[src/rtl/uart_pkg.sv]
// Shared UART definitions: frame geometry, receiver state encoding, parity helper.
package uart_pkg;

  localparam int unsigned DATA_BITS  = 8;
  localparam int unsigned OVERSAMPLE = 16;
  localparam int unsigned MID_TICK   = 7;
  localparam int unsigned TICK_W     = $clog2(OVERSAMPLE);
  localparam int unsigned BIT_W      = $clog2(DATA_BITS);

  typedef enum logic [2:0] {
    IDLE   = 3'd0,
    START  = 3'd1,
    DATA   = 3'd2,
    PARITY = 3'd3,
    STOP   = 3'd4
  } state_t;

  // Even parity bit: makes the total count of ones (data + parity) even.
  function automatic logic even_parity(input logic [DATA_BITS-1:0] d);
    return ^d;
  endfunction

endpackage

[src/rtl/uart_sync2.sv]
// Two-flop synchroniser for an asynchronous, idle-high line.
module uart_sync2 (
  input  logic clk,
  input  logic reset,
  input  logic line,
  output logic synced
);

  logic meta;

  always_ff @(posedge clk) begin
    if (reset) begin
      meta   <= 1'b1;
      synced <= 1'b1;
    end else begin
      meta   <= line;
      synced <= meta;
    end
  end

endmodule

[src/rtl/uart_receiver.sv]
// UART receive channel: 8E1 deserialiser timed by the 16x sample_ENABLE strobe.
module uart_receiver
  import uart_pkg::*;
(
  input  logic                 clk,
  input  logic                 reset,
  input  logic                 Rx_EN,
  input  logic                 RxD,
  input  logic                 sample_ENABLE,
  output logic [DATA_BITS-1:0] Rx_DATA,
  output logic                 Rx_VALID,
  output logic                 Rx_PERROR,
  output logic                 Rx_FERROR
);

  logic                 rxd_s;
  state_t               state;
  logic [TICK_W-1:0]    tick_cnt;
  logic [BIT_W-1:0]     bit_cnt;
  logic                 armed;
  logic [DATA_BITS-1:0] shift;
  logic                 perr;
  logic                 bit_end;

  uart_sync2 u_sync (
    .clk    (clk),
    .reset  (reset),
    .line   (RxD),
    .synced (rxd_s)
  );

  assign bit_end = (tick_cnt == TICK_W'(OVERSAMPLE - 1));

  always_ff @(posedge clk) begin
    Rx_VALID  <= 1'b0;
    Rx_PERROR <= 1'b0;
    Rx_FERROR <= 1'b0;
    if (reset) begin
      state    <= IDLE;
      tick_cnt <= '0;
      bit_cnt  <= '0;
      armed    <= 1'b0;
      shift    <= '0;
      perr     <= 1'b0;
      Rx_DATA  <= '0;
    end else if (!Rx_EN && state != IDLE) begin
      state    <= IDLE;
      tick_cnt <= '0;
      bit_cnt  <= '0;
    end else if (sample_ENABLE) begin
      case (state)
        IDLE: begin
          if (rxd_s) begin
            armed <= 1'b1;
          end else if (armed && Rx_EN) begin
            state    <= START;
            tick_cnt <= '0;
          end
        end
        START: begin
          // Mid-start check rejects glitches shorter than half a bit.
          if (tick_cnt == TICK_W'(MID_TICK)) begin
            tick_cnt <= '0;
            bit_cnt  <= '0;
            state    <= rxd_s ? IDLE : DATA;
          end else begin
            tick_cnt <= tick_cnt + TICK_W'(1);
          end
        end
        DATA: begin
          tick_cnt <= tick_cnt + TICK_W'(1);
          if (bit_end) begin
            shift[bit_cnt] <= rxd_s;
            bit_cnt        <= bit_cnt + BIT_W'(1);
            if (bit_cnt == BIT_W'(DATA_BITS - 1)) state <= PARITY;
          end
        end
        PARITY: begin
          tick_cnt <= tick_cnt + TICK_W'(1);
          if (bit_end) begin
            perr  <= rxd_s ^ even_parity(shift);
            state <= STOP;
          end
        end
        STOP: begin
          tick_cnt <= tick_cnt + TICK_W'(1);
          // Finish at mid-stop so a back-to-back start edge is not missed.
          if (bit_end) begin
            if (rxd_s && !perr) begin
              Rx_DATA  <= shift;
              Rx_VALID <= 1'b1;
            end
            Rx_PERROR <= perr;
            Rx_FERROR <= ~rxd_s;
            armed     <= rxd_s;
            tick_cnt  <= '0;
            state     <= IDLE;
          end
        end
        default: state <= IDLE;
      endcase
    end
  end

endmodule

[config.mk]
export PLATFORM = sky130hd
export DESIGN_NAME = uart_receiver
export DESIGN_NICKNAME = d
export VERILOG_FILES = /design/src/rtl/uart_pkg.sv /design/src/rtl/uart_sync2.sv /design/src/rtl/uart_receiver.sv
export SDC_FILE = /design/constraint.sdc
export NUM_CORES = 1
export LEC_CHECK = 0
export BUFFER_PORTS_ARGS = -buffer_cell sky130_fd_sc_hd__buf_2
export CAP_MARGIN = 20
export CORE_MARGIN = 2
export CORE_UTILIZATION = 54
export DETAILED_ROUTE_END_ITERATION = 16
export GPL_TIMING_DRIVEN = 0
export PLACE_DENSITY = 0.74
export SLEW_MARGIN = 10
export SYNTH_ARGS = -nofsm -noshare
export SYNTH_HDL_FRONTEND = slang
export SYNTH_SLANG_ARGS = --single-unit
[constraint.sdc]
create_clock -name clk -period 3.1 [get_ports clk]
set_input_delay 0.31 -clock clk [delete_from_list [all_inputs] [get_ports clk]]
set_output_delay 0.31 -clock clk [all_outputs]
set_load 0.01 [all_outputs]
Word-level counts from Yosys, hierarchy flattened
Index checks and enable logic that the tools add are counted.

$add $sub $neg: 2. $lt $le $gt $ge: 2. Equality and inequality tests: 15. Multiplexer cells: 24. Bitwise logic cells: 6. Reductions and logical operators: 22.

Operator list (number): 2-to-1 mux 3 bit (9); 2-to-1 mux 4 bit (4); one-hot mux 4 bit (4 select lines) (1); AND reduction 4 bit (4); one-hot mux 3 bit (5 select lines) (1); inequality test 2 bit (second input constant) (7); AND reduction 5 bit (2); bitwise mux 8 bit (1); AND reduction 8 bit (1); parity 8 bit (1); == test 3 x 2 -> 1 bit (second input constant) (2); == test 3 bit (second input constant) (2); one-hot mux 3 bit (2 select lines) (1); NOT 1 bit (5); OR reduction 5 bit (1); adder 4 x 1 -> 4 bit (second input constant) (1); == test 4 x 3 -> 1 bit (second input constant) (1); == test 4 bit (second input constant) (1); logical AND 1 bit (4); less-than comparator 3 x 4 -> 1 bit (second input constant) (1); 2-to-1 mux 1 bit (4); nonzero test 2 bit (2); nonzero test 4 bit (1); OR reduction 2 bit (2); other kinds (11) (12).

Bits in registers: 33. Input port bits: 5. Output and inout bits: 11.

Depth between registers and ports, before layout
Gate-level depths: netlist of run 1.

Depth in word-level cells: 5. Depth in mapped cells: 5.

Cells and area by module
Synthesis of run 1 repeated with hierarchy kept, for this count alone.

Cells, all modules: 185. Area, all modules: 1732.9 um2.

By module, submodules not included: uart_receiver (times used 1, cells an instance 181, area an instance 1680.4 um2, sequential area each 620.6 um2); uart_sync2 (times used 1, cells an instance 4, area an instance 52.6 um2, sequential area each 40.0 um2).

Least setup slack after synthesis of run 1
Ideal clock, no wire load.

Path kind: register to register. From: register tick_cnt[0]. To: register Rx_DATA[0]. Setup time: 0.128 ns. Data arrival time: 1.736 ns. Path slack: 1.237 ns. Cell stages (with the launch flop): 6. Buffers on the path: 0. Clock period less this slack: 1.863 ns. Path through: dfxtp_1 > ha_1 > nand3_1 > nor4_4 > mux2i_1 > nor2_1.

Word-level cells in the longest chain between the ends: 2.

RTL lines: start: declaration (RTL line uart_receiver.sv:18) `logic [TICK_W-1:0] tick_cnt;`; start signal: assignment (RTL line uart_receiver.sv:67) `tick_cnt <= tick_cnt + TICK_W'(1);`; start signal: assignment (RTL line uart_receiver.sv:71) `tick_cnt <= tick_cnt + TICK_W'(1);`; start signal: assignment (RTL line uart_receiver.sv:79) `tick_cnt <= tick_cnt + TICK_W'(1);`; == test 4 bit (RTL line uart_receiver.sv:32) `assign bit_end = (tick_cnt == TICK_W'(OVERSAMPLE - 1));`; AND reduction 5 bit (no line); end signal: assignment (RTL line uart_receiver.sv:90) `Rx_DATA <= shift;`; end: declaration (RTL line uart_receiver.sv:10) `output logic [DATA_BITS-1:0] Rx_DATA,`.

No other way between the ends. A chain may end at the register's enable or synchronous reset.

Worst setup path after layout of run 1
From: register tick_cnt[0]. To: register Rx_DATA[1].

Same word-level chain as after synthesis.

==> impl_metrics.tcl, run 1 <==
set metrics [dict create \
    arrival_ns 2.47 \
    fin_ws_ns 0.833 \
    area_growth_pct 11.0 \
    clkTransAtPathRegs_ns 0.09 \
    ant_nets 0 \
    r2r_slack_ns 0.83 \
    max_slew_margin 0.496 \
    cts_tree "built" \
    cp_top_family "simple AND/OR/NAND/NOR gates" \
    grt_pass1_wl_mm 6.22 \
    peakVddDrop_uv 268 \
    cp_slowest_stage_delay_ns 0.79 \
    die_h_um 60.4 \
    drc_errors 0 \
    async_flop_share 0 \
    holdPathEnd "u_sync.meta" \
    core.rowCount 20 \
    crit_type "register to register" \
    dr.pass1.iters 4 \
    holdPathStages 2 \
    cp-start-kind "register" \
    cp_num_buf_inv 0 \
    rsz0062_at_grt "no" \
    synth_area_leaders "dfxtp_1 38%, a21oi_1 5.5%, mux2i_1 5.2%" \
    num_vias 1546 \
    dp_slack_ns 0.843 \
    synth_ff_type "dfxtp_1" \
    avgSynthCellArea_um2 8.76 \
    final_nets 226 \
    post_cts_resized 0 \
    initial_core_util 0.567 \
    cp_slowest_cell "nor4_4" \
    status "complete, no violations" \
    floorplan.io_pins 16 \
    finalSetupViolCount 0 \
    die_x_um 60.4 \
    dpl_cell_area_um2 1850 \
    gp_congestion 0.879 \
    antenna_found_initial 0 \
    cts_buffer_depth 2 \
    ys_ff_latch 33 \
    skew_ns 0.0162 \
    tns_ns 0 \
    p_leak_nw 0.653 \
    drive_gt1_frac 0.156 \
    yosysTopAreaCell "dfxtp_1" \
    grt_usage 0.232 \
    slew_violations 0 \
    io_buffer_count 15 \
    synth_cell_types 45 \
    ys_seq_area_frac 0.385 \
    clock_latency_ns 0.34 \
    syn-instance-count 196 \
    cts_buffers 5 \
    overflow 0 \
    viasPerCell 5.90 \
    die_area_um2 3650 \
    path_max_fanout 9 \
    hold_start "RxD" \
    required_ns 3.31 \
    drv_cap 0 \
    fmax_ghz 0.441 \
    period_minus_slack_ns 2.27 \
    coreArea_um2 3030 \
    worst_slew_pin_slew_ns 0.750 \
    antenna_cells 0 \
    power_density_nw_per_um2 370 \
    cts.sinks 33 \
    fin_crit_sh 0.731 \
    wl_per_cell_um 14.4 \
    stdcell_area_um2 1910 \
    grt_pass1_vias 1443 \
    worst_r2r_path_depth 5 \
    r2r-end "Rx_DATA[1]" \
    drt_iter0_drc 79 \
    worstPathCellList "ha_1 -> nand3_1 -> nor4_4 -> mux2i_1 -> nor2_1" \
    yosysWarnings 0 \
    clockRootBuffer "clkbuf_4" \
    dp_hpwl_mm 2.75 \
    hold_viol_final 0 \
    cts_hold_buf 0 \
    hp-class "input pin to register" \
    regToRegStartpoint "tick_cnt[0]" \
    whs_ns 0.155 \
    synth_area_um2 1720 \
    grt_max_degree 11 \
    cts_setup_buffers 0 \
    totalWireLength_mm 3.78 \
    utilization 0.630 \
    synth_edf_count 0 \
    synth_fp_nets 204 \
    synth_top_area_frac 0.385 \
    crit_path_end_kind "register" \
    htree_num_levels 2 \
]
==> worst register-to-register path: cells and delay by family, from the launching register on <==
| kind | cells | cell delay (ns) |
|---|---|---|
| fa+ha+maj | 1 | 0.27 |
| mux | 1 | 0.27 |
| flops | 1 | 0.38 |
| simple gates | 3 | 1.21 |
==> cells by family after synthesis <==
kind of cell,share of synthesized area
AO/OA/AOI/OAI,0.177
XOR/XNOR,0.0386
adder cells (fa/ha/maj),0.0219
buffers and inverters,0.0342
flip-flops,0.385
multiplexers,0.0524
AND/OR/NAND/NOR,0.291
==> cell type report <==
cell class                      count  area [µm²]
Tap cell                           44        55.1
Timing Repair Buffer               15        75.1
Multi-Input combinational cell    148         998
Fill cell                         281        1120
Clock inverter                      1        7.51
Sequential cell                    33         661
Inverter                            4        15.0
Buffer                             11        43.8
Clock buffer                        6        51.3
==> stage by stage <==
stage | cells | total power, W
finish | 262 | 0.000705
global route | 262 | 0.000733
detailed placement | 255 | 0.000468
floorplan | 196 | 0.000457
CTS | 262 | 0.000710
global placement | 255 | 0.000466
==> where the power goes <==
group | total (W) | internal (W) | switching [W]
sequential | 0.000428 | 0.000426 | 0.00000196
clock | 0.000247 | 0.000106 | 0.000140
combinational | 0.0000300 | 0.00000939 | 0.0000206
==> registers in the layout (all words and copies together), names as in the netlist <==
signal / flops
perr: 1
u_sync.synced: 1
shift: 8
Rx_VALID: 1
tick_cnt: 4
state: 3
Rx_FERROR: 1
Rx_PERROR: 1
bit_cnt: 3
Rx_DATA: 8
armed: 1
u_sync.meta: 1
==> synthesized netlist by cell type, types with 3 or more instances <==
cell	instances
nand4_1	11
nand3_1	11
ha_1	3
a21oi_1	19
inv_1	4
nand2_1	8
o31ai_1	6
mux2i_1	9
clkbuf_1	9
nor2_1	18
nand2b_1	6
nand3b_1	3
dfxtp_1	33
nor2b_1	3
o21ai_0	10
xnor2_1	5
or3b_2	3
==> cell usage in the layout, fill, tap and decap left out, types with 2 or more instances in the layout <==
cell type and count:
a21o_1 2, a21oi_1 19, and3b_1 2, buf_2 16, clkbuf_1 9, clkbuf_4 5, dfxtp_1 33, ha_1 3
inv_1 4, mux2i_1 9, nand2_1 8, nand2b_1 6, nand3_1 11, nand3b_1 3, nand4_1 11, nor2_1 18
nor2b_1 3, nor3_1 2, nor3b_1 2, nor4_2 2, o21a_1 2, o21ai_0 10, o31ai_1 6, or2_2 2
or3b_2 3, xnor2_1 5
==> worst max-delay path by stage <==
| stage | from | end | slack, ns | cells after the start |
|---|---|---|---|---|
| after floorplan | tick_cnt[0] | Rx_DATA[0] | 1.24 | 5 |
| after global placement | tick_cnt[0] | Rx_DATA[4] | 0.92 | 5 |
| after detailed placement | tick_cnt[0] | Rx_DATA[0] | 0.84 | 5 |
| after CTS | tick_cnt[0] | Rx_DATA[0] | 0.82 | 5 |
| after global routing | tick_cnt[0] | Rx_DATA[7] | 0.67 | 5 |
| final | tick_cnt[0] | Rx_DATA[1] | 0.83 | 5 |
==> layer usage <==
metal,global-route usage,vias up,part of all wire
met5,0,-,0
met4,0.117,0,0.017
met3,0.0725,10,0.057
met2,0.368,51,0.46
met1,0.286,719,0.47
li1,-,766,-
(Power assumes the default switching activity.)
==> run 2: changes to the inputs <==
--- a/config.mk
+++ b/config.mk
@@ -5,13 +5,14 @@
 export SDC_FILE = /design/constraint.sdc
 export NUM_CORES = 1
 export LEC_CHECK = 0
+export ABC_AREA = 1
 export BUFFER_PORTS_ARGS = -buffer_cell sky130_fd_sc_hd__buf_2
 export CAP_MARGIN = 20
 export CORE_MARGIN = 2
-export CORE_UTILIZATION = 54
+export CORE_UTILIZATION = 53
 export DETAILED_ROUTE_END_ITERATION = 16
 export GPL_TIMING_DRIVEN = 0
-export PLACE_DENSITY = 0.74
+export PLACE_DENSITY = 0.75
 export SLEW_MARGIN = 10
 export SYNTH_ARGS = -nofsm -noshare
 export SYNTH_HDL_FRONTEND = slang
==> constraint.sdc (replaced) <==
create_clock -name clk -period 2 [get_ports clk]
set_input_delay 0.2 -clock clk [delete_from_list [all_inputs] [get_ports clk]]
set_output_delay 0.2 -clock clk [all_outputs]
set_load 0.01 [all_outputs]
==> run 2 against run 1 <==
Net effect:
- routed wire length down 4.5%
- non-clock buffer count shrank 8
- worst hold slack worse by 0.11 ns
- global-route usage fell by 2.2 points
- flip-flop and latch count stayed put
- critical path depth grew 1
- largest cell class unchanged
==> impl_metrics.tcl, run 2 <==
set metrics [dict create \
    cp_top_family "simple AND/OR/NAND/NOR gates" \
    holdPathStages 2 \
    tns_ns 0 \
    grt_pass1_vias 1415 \
    regToRegStartpoint "tick_cnt[0]" \
    crit_type "register to register" \
    period_minus_slack_ns 1.54 \
    hold_start "RxD" \
    final_nets 291 \
    grt_max_degree 11 \
    cts_buffer_depth 2 \
    area_growth_pct 11.6 \
    cp_num_buf_inv 0 \
    r2r_slack_ns 0.46 \
    core.rowCount 21 \
    cts_buffers 5 \
    ys_seq_area_frac 0.360 \
    power_density_nw_per_um2 702 \
    drc_errors 0 \
    grt_pass1_wl_mm 6.48 \
    syn-instance-count 262 \
    drv_cap 0 \
    fin_ws_ns 0.459 \
    seq_area_um2 661 \
    synth_edf_count 0 \
    async_flop_share 0 \
    antenna_found_initial 0 \
    holdPathEnd "u_sync.meta" \
    htree_num_levels 2 \
    peakVddDrop_uv 430 \
    dr.pass1.iters 4 \
    drive_gt1_frac 0.194 \
    clock_latency_ns 0.33 \
    fmax_ghz 0.649 \
    worstPathCellList "ha_1 -> nand3_2 -> nor2_4 -> nand2_4 -> nor3_1 -> nor2_1" \
    viasPerCell 4.97 \
    synth_top_area_frac 0.360 \
    cp_slowest_cell "dfxtp_1" \
    mostFrequentLayoutCell "nand2_1" \
    dpl_cell_area_um2 1960 \
    num_vias 1639 \
    r2r-end "Rx_DATA[2]" \
    synth_area_leaders "dfxtp_1 36%, nand2_1 14%, nor2_1 7.6%" \
    status "complete, no violations" \
    rsz0062_at_grt "no" \
    dp_hpwl_mm 2.65 \
    fillers 336 \
    wl_per_cell_um 10.9 \
    hold_viol_final 0 \
    io_buffer_count 14 \
    die_x_um 62.8 \
    cts_hold_buf 0 \
    worst_slew_pin_slew_ns 0.457 \
    required_ns 2.23 \
    reg.largest.list "Rx_DATA: 8 flops, shift: 8 flops, tick_cnt: 4 flops" \
    crit_start "tick_cnt[0]" \
    synth_area_um2 1830 \
    synth_ff_type "dfxtp_1" \
    synthTopCellsByCount "68 x nand2_1, 37 x nor2_1, 33 x dfxtp_1, 24 x inv_1, 18 x nand3_1" \
    clkTransAtPathRegs_ns 0.10 \
    coreArea_um2 3340 \
    p_leak_nw 0.990 \
    gp_congestion 0.846 \
    hp-class "input pin to register" \
    synth_most_common_cell "nand2_1" \
    ys_ff_latch 33 \
    post_cts_resized 0 \
    floorplan.io_pins 16 \
    clockRootBuffer "clkbuf_4" \
    die_area_um2 3950 \
    die_h_um 62.8 \
    drt_iter0_drc 156 \
    cp_slowest_stage_delay_ns 0.38 \
    antenna_cells 0 \
    avgSynthCellArea_um2 7.00 \
    crit_path_end_kind "register" \
    path_max_fanout 9 \
    skew_ns 0.00798 \
    stdcell_area_um2 2050 \
    synth_cell_types 30 \
    max_slew_margin 0.695 \
    cts_tree "built" \
    worst_r2r_path_depth 6 \
    totalWireLength_mm 3.61 \
    cts.sinks 33 \
    overflow 0 \
    slew_violations 0 \
    fin_crit_sh 0.770 \
    multi_input_area_um2 1040 \
    cp-start-kind "register" \
    synth_fp_nets 270 \
    grt_usage 0.210 \
    initial_core_util 0.549 \
    arrival_ns 1.77 \
    finalSetupViolCount 0 \
    yosysWarnings 0 \
    dp_slack_ns 0.496 \
    final_cell_mix "68 x nand2_1, 37 x nor2_1, 33 x dfxtp_1, 24 x inv_1, 18 x nand3_1" \
    yosysTopAreaCell "dfxtp_1" \
    cts_setup_buffers 0 \
    ant_nets 0 \
]
==> run 2: cell types whose count changed in the layout (fill, tap and decap cells not counted), moves of 6 or more <==
cell / before / now
clkbuf_1: 9 / 2
inv_1: 4 / 24
inv_2: 0 / 6
mux2i_1: 9 / 0
nand2_1: 8 / 68
nand2_4: 0 / 6
nand2b_1: 6 / 0
nand3_1: 11 / 18
nand4_1: 11 / 1
nor2_1: 18 / 37
nor3_1: 2 / 12
o21ai_0: 10 / 4
o21ai_1: 0 / 7
o31ai_1: 6 / 0
==> run 2: cell families (layout without fill, tap and decap cells) <==
group | after synthesis | after routing | share of synthesized area
flops | 33 | 33 | 0.360
simple gates | 160 | 160 | 0.448
buf+inv | 34 | 56 | 0.0730
compound gates | 29 | 29 | 0.0833
fa+ha+maj | 3 | 3 | 0.0205
xor+xnor | 3 | 3 | 0.0143
==> run 2: worst max path at each step <==
stage / cells after the start / to / slack [ns]
after floorplan: 8 / shift[0] / 0.66
after global placement: 8 / shift[0] / 0.51
after detailed placement: 8 / shift[0] / 0.50
after CTS: 6 / Rx_DATA[2] / 0.45
after global routing: 8 / state[0] / 0.32
final: 6 / Rx_DATA[2] / 0.46
==> run 2: worst register-to-register path, stage by stage (launching register included) <==
cell	delay, ns
dfxtp_1	0.38
ha_1	0.22
nand3_2	0.17
nor2_4	0.21
nand2_4	0.14
nor3_1	0.25
nor2_1	0.07
==> run 2: per-layer routing <==
layer  vias to the layer above  part of all wire  routed length (µm)  global-route usage
met5                         -                 0                   0                   0
met4                         0            0.0067                  24              0.0667
li1                        880                 -                   -                   -
met3                         2             0.043                 154              0.0595
met2                        28              0.44                1600               0.313
met1                       729              0.51                1830               0.294
==> run 2: cell type report <==
type | instances | share of cell area
Sequential cell | 33 | 0.323
Clock inverter | 1 | 0.0147
Clock buffer | 7 | 0.0269
Buffer | 4 | 0.0104
Timing Repair Buffer | 14 | 0.0343
Multi-Input combinational cell | 195 | 0.508
Tap cell | 46 | 0.0281
Inverter | 30 | 0.0550
==> run 2: report_power, final <==
| part | switching, W | internal [W] |
|---|---|---|
| logic | 0.000163 | 0.0000665 |
| registers | 0.0000139 | 0.000669 |
| clock network | 0.000225 | 0.000298 |
==> run 2: per-stage QoR <==
step / cells / hold slack (ns) / total power [W] / util
after floorplan: 262 / 0.304 / 0.000884 / -
after global placement: 322 / 0.384 / 0.000924 / 0.588
after detailed placement: 322 / 0.385 / 0.000926 / 0.588
after CTS: 330 / 0.0283 / 0.00145 / 0.613
after global routing: 330 / 0.0238 / 0.00150 / 0.613
final: 330 / 0.0448 / 0.00144 / 0.613
